## src/rtl/path_lifo_fifo.sv

```systemverilog
// Path buffer for the route solver: explores as a LIFO stack, then replays the
// surviving entries bottom-to-top as a FIFO once replay_start is pulsed.
module path_lifo_fifo #(
    parameter int DATA_W = 8,
    parameter int DEPTH  = 256,
    parameter int ADDR_W = $clog2(DEPTH)
) (
    input  logic              clk,
    input  logic              rst,
    input  logic              clear,
    input  logic              push,
    input  logic              pop,
    input  logic [DATA_W-1:0] data_in,
    input  logic              replay_start,
    input  logic              replay_en,
    output logic [DATA_W-1:0] data_out,
    output logic              out_valid,
    output logic              mode,
    output logic              empty,
    output logic              full,
    output logic [ADDR_W:0]   count,
    output logic              overflow,
    output logic              underflow
);

    typedef enum logic {STACK = 1'b0, REPLAY = 1'b1} modeT;

    localparam logic [ADDR_W:0]   DEPTH_C = (ADDR_W + 1)'(DEPTH);
    localparam logic [ADDR_W:0]   ONE_C   = (ADDR_W + 1)'(1);
    localparam logic [ADDR_W-1:0] ONE_A   = ADDR_W'(1);

    logic [DATA_W-1:0] mem [DEPTH];

    modeT              modeQ, nextMode;
    logic [ADDR_W:0]   countQ, nextCount;
    logic [ADDR_W:0]   rdPtrQ, nextRdPtr;
    logic [DATA_W-1:0] dataOutQ;
    logic              outValidQ, overflowQ, underflowQ;

    logic              isEmpty, isFull;
    logic [ADDR_W-1:0] countLo, topAddr;
    logic              writeEn, readEn, setOverflow, setUnderflow;
    logic [ADDR_W-1:0] writeAddr, readAddr;

    assign isEmpty = (modeQ == STACK) ? (countQ == '0) : (rdPtrQ == countQ);
    assign isFull  = (countQ == DEPTH_C);
    assign countLo = countQ[ADDR_W-1:0];
    // When the stack is full countLo wraps to 0, so topAddr still lands on DEPTH-1.
    assign topAddr = countLo - ONE_A;

    always_comb begin
        nextMode     = modeQ;
        nextCount    = countQ;
        nextRdPtr    = rdPtrQ;
        writeEn      = 1'b0;
        writeAddr    = countLo;
        readEn       = 1'b0;
        readAddr     = topAddr;
        setOverflow  = 1'b0;
        setUnderflow = 1'b0;
        if (!clear) begin
            if (modeQ == STACK) begin
                if (replay_start) begin
                    nextMode  = REPLAY;
                    nextRdPtr = '0;
                end else if (push && pop) begin
                    writeEn = 1'b1;
                    if (!isEmpty) begin
                        writeAddr = topAddr;
                        readEn    = 1'b1;
                    end else begin
                        nextCount    = countQ + ONE_C;
                        setUnderflow = 1'b1;
                    end
                end else if (push) begin
                    if (!isFull) begin
                        writeEn   = 1'b1;
                        nextCount = countQ + ONE_C;
                    end else begin
                        setOverflow = 1'b1;
                    end
                end else if (pop) begin
                    if (!isEmpty) begin
                        readEn    = 1'b1;
                        nextCount = countQ - ONE_C;
                    end else begin
                        setUnderflow = 1'b1;
                    end
                end
            end else if (pop && replay_en) begin
                if (rdPtrQ < countQ) begin
                    readEn    = 1'b1;
                    readAddr  = rdPtrQ[ADDR_W-1:0];
                    nextRdPtr = rdPtrQ + ONE_C;
                end else begin
                    setUnderflow = 1'b1;
                end
            end
        end
    end

    always_ff @(posedge clk or negedge rst) begin
        if (!rst) begin
            modeQ      <= STACK;
            countQ     <= '0;
            rdPtrQ     <= '0;
            dataOutQ   <= '0;
            outValidQ  <= 1'b0;
            overflowQ  <= 1'b0;
            underflowQ <= 1'b0;
        end else if (clear) begin
            modeQ      <= STACK;
            countQ     <= '0;
            rdPtrQ     <= '0;
            dataOutQ   <= '0;
            outValidQ  <= 1'b0;
            overflowQ  <= 1'b0;
            underflowQ <= 1'b0;
        end else begin
            modeQ      <= nextMode;
            countQ     <= nextCount;
            rdPtrQ     <= nextRdPtr;
            outValidQ  <= readEn;
            overflowQ  <= overflowQ | setOverflow;
            underflowQ <= underflowQ | setUnderflow;
            if (readEn) dataOutQ <= mem[readAddr];
        end
    end

    // Storage is left uninitialised so it can map onto a plain RAM.
    always_ff @(posedge clk) begin
        if (writeEn) mem[writeAddr] <= data_in;
    end

    assign data_out  = dataOutQ;
    assign out_valid = outValidQ;
    assign mode      = (modeQ == REPLAY);
    assign empty     = isEmpty;
    assign full      = isFull;
    assign count     = countQ;
    assign overflow  = overflowQ;
    assign underflow = underflowQ;

endmodule

```

## config.mk

```make
export PLATFORM = sky130hd
export DESIGN_NAME = path_lifo_fifo
export DESIGN_NICKNAME = d
export VERILOG_FILES = /design/src/rtl/path_lifo_fifo.sv
export SDC_FILE = /design/constraint.sdc
export NUM_CORES = 2
export LEC_CHECK = 0
export CAP_MARGIN = 20
export CORE_MARGIN = 5
export CORE_UTILIZATION = 60
export CTS_BUF_LIST = sky130_fd_sc_hd__clkbuf_2 sky130_fd_sc_hd__clkbuf_4 sky130_fd_sc_hd__clkbuf_8
export CTS_CLUSTER_DIAMETER = 80
export DETAILED_ROUTE_END_ITERATION = 7
export GPL_ROUTABILITY_DRIVEN = 0
export PLACE_DENSITY = 0.76
export SETUP_SLACK_MARGIN = 0.1
export SLEW_MARGIN = 20
export SYNTH_ARGS = -nofsm -noshare
export SYNTH_HDL_FRONTEND = slang
export SYNTH_SLANG_ARGS = --single-unit
```

## constraint.sdc

```tcl
create_clock -name clk -period 5.1 [get_ports clk]
set_clock_uncertainty 0.05 [all_clocks]
set_input_delay 1.275 -clock clk [delete_from_list [all_inputs] [get_ports clk]]
set_output_delay 1.275 -clock clk [all_outputs]
set_load 0.1 [all_outputs]
```

==> flow_metrics.tcl <==
set metrics [dict create \
    cts_tree "done" \
    h-tree-depth 5 \
    synth-seq-area-share_pct 75.95 \
    numCtsBuffers 331 \
    synth_top_area_share_pct 75.03 \
    dpl_worst_slack_ps -1057 \
    cpPeakStageDelay_ps 480 \
    rsz0062_at_grt "true" \
    ant_nets 0 \
    synth_edf_count 2048 \
    grt_max_degree 136 \
    crit_path_end_kind "register" \
    status "finished clean" \
    crit_chain "ha_1, a211o_1, o211ai_1, o2111a_2, buf_4, mux2i_4, buf_12, buf_12, mux2i_1, o22ai_1, nor4_2, buf_4, a21oi_1, a22oi_1, nand2_2, or4_1" \
    portBuffers 37 \
    layout_common_cells "edfxtp_1, buf_4, nand2_1, clkbuf_8, a21oi_1" \
    synth_cell_types 75 \
    insertion_delay_ps 1030 \
    max_slew_margin_pct 19.18 \
    layout.nets 5808 \
    worst-path-max-fanout 34 \
    hp-class "register to register" \
    via_per_inst 6.558 \
    num_rows 135 \
    critPathTopFamily "compound AO/OA/AOI/OAI gates" \
    power_w 0.04018 \
    tightest_slew_ps 1212 \
    dp_hpwl_um 151700 \
    path_class "register to register" \
    setup-violations-final 0 \
    post-route-period-util_pct 96.53 \
    coreArea_mm2 0.1356 \
    routed_wl_um 231800 \
    start_util_pct 60.43 \
    power_leakage_nw 34.32 \
    grt_pass1_wl_um 337600 \
    clock.fmax_mhz 203.1 \
    grt_pass1_vias 50302 \
    required_ps 5950 \
    via_count 51164 \
    synth.avg_cell_area_um2 16.96 \
    cap_violations 0 \
    dieArea_mm2 0.1441 \
    startpoint_type "register" \
    yosys_warnings 0 \
    yosys.area.top_type "edfxtp_1" \
    drt_pre_antenna_iters 8 \
    setup_ws_ps 177.1 \
    hold_viol 0 \
    wl_per_cell_um 29.71 \
    ir_drop_uv 326.4 \
    dieHeight_um 379.6 \
    drc_errors 0 \
    ys_async_sr_fraction_pct 1.444 \
    drt-initial-drc-count 8674 \
    finalInstanceArea_mm2 0.09675 \
    synth.net_count 4861 \
    powerDensity_mw_per_mm2 415.4 \
    arrival_ps 5780 \
    area_growth_pct 18.03 \
    die_w_um 379.6 \
    netlist_area_mm2 0.08196 \
    postPlaceCellArea_mm2 0.09039 \
    synth_flop_cell "edfxtp_1" \
    overflow 0 \
    io_pins 38 \
    cts_root_buf "clkbuf_8" \
    cts_sinks 2078 \
    ys_seq_elements 2078 \
    path_clk_slew_ps 60 \
    holdBufCountCts 0 \
    cp_slowest_cell "dfrtp_1" \
    antenna_found_initial 9 \
    clock_path_buffers 4 \
    synthCells 4834 \
    final_common_cell "edfxtp_1" \
    final_max_slew_viol_count 0 \
    period_needed_ps 4923 \
    drive_above_1_share_pct 27.58 \
    yosys-top-cells-area "edfxtp_1, mux4_2, mux2i_1, nand2_1, a21oi_1" \
    cp_num_buf_inv 4 \
    grt_usage_pct 31.90 \
]
flip-flops by register name, indices dropped and copies added (netlist names):
signal     flops
mem         2048
count          9
rdPtrQ         9
data_out       8
mode           1
out_valid      1
overflow       1
underflow      1
metal layers:
layer | GRT usage [%] | wire length [um] | vias to the layer above
met5 | 0 | 12 | -
met4 | 14.19 | 12000 | 2
met3 | 9.424 | 33160 | 687
met2 | 47.60 | 105000 | 4073
met1 | 44.34 | 81630 | 25378
li1 | - | - | 21024
area by class of cell:
cell class | instances | area [um^2]
repair buffers | 883 | 7612
inverters | 19 | 75.07
fillers | 7962 | 38890
flip-flops and latches | 2078 | 62250
well taps | 1781 | 2228
multi-input cells | 2468 | 18440
clock inverters | 131 | 735.7
diodes | 5 | 12.51
clock buffers | 437 | 5389
through the flow:
stage / util [%] / hold slack (ps) / TNS [ps] / instances
after floorplan: - / 458.5 / 0 / 4834
after global placement: 66.64 / 426.4 / -6150 / 7221
after detailed placement: 66.64 / 476.3 / -6311 / 7221
after CTS: 71.20 / 489.7 / 0 / 7789
after global routing: 71.32 / 521.7 / 0 / 7800
final: 71.33 / 481.4 / 0 / 7802
report_power, final:
part / leakage (nW) / internal, W / switching [W]
clock network: 3.25 / 0.00715 / 0.00633
logic: 12.3 / 0.00301 / 0.00486
registers: 18.8 / 0.0188 / 0.0000487
timing repair:
action	CTS	global route
pin swaps	1	5
resized for setup	15	18
setup buffers	0	8
setup endpoints to repair	15	9
worst reg2reg max path, delay by kind of cell (launching register included):
family                     cells  cell delay, ps
AOI/OAI and AO/OA              6            1250
muxes                          2             630
adders and majority gates      1             360
buffers and inverters          4             970
DFF                            1             480
and+or+nand+nor                3            1060
worst paths after layout:
| path | from | endpoint | slack (ps) | cells after the start |
|---|---|---|---|---|
| max in group asynchronous | rst | count[6] | 4030 | 2 |
| setup / recovery | rdPtrQ[6] | data_out[1] | 180 | 16 |
| hold / removal | overflow | overflow | 480 | 2 |
| setup reg to reg | rdPtrQ[6] | data_out[1] | 180 | 16 |
| hold reg to reg | overflow | overflow | 480 | 2 |
| min in group asynchronous | rst | data_out[3] | 610 | 2 |
cells by family (layout without fill, tap and decap cells):
| kind of cell | after synthesis | in the layout | synth area share (%) |
|---|---|---|---|
| DFF | 2078 | 2078 | 75.95 |
| and+or+nand+nor | 1151 | 1151 | 5.909 |
| AOI/OAI and AO/OA | 745 | 745 | 5.627 |
| muxes | 541 | 541 | 10.20 |
| buffers and inverters | 288 | 1470 | 1.922 |
| xor gates and xnor gates | 19 | 19 | 0.2122 |
| adders and majority gates | 12 | 12 | 0.1832 |
| other | 0 | 5 | 0 |
synthesized netlist by cell type (6+ instances only):
cell	count
a2111oi_0	14
a211oi_1	11
a21oi_1	327
a221oi_1	24
a22o_1	9
a22oi_1	80
a31oi_1	25
a32oi_1	10
and3_1	6
buf_1	22
buf_2	113
buf_4	24
buf_6	29
clkbuf_1	77
dfrtp_1	30
edfxtp_1	2048
ha_1	12
inv_1	16
mux2_2	10
mux2i_1	296
mux4_2	233
nand2_1	593
nand2_2	8
nand2b_1	6
nand3_1	49
nand4_1	29
nor2_1	325
nor3_1	37
nor4_1	46
o2111ai_1	7
o21ai_0	51
o221ai_1	17
o22ai_1	128
or3_1	11
or4_1	15
xnor2_1	13
Note: power is estimated with default switching activity, not from simulation.
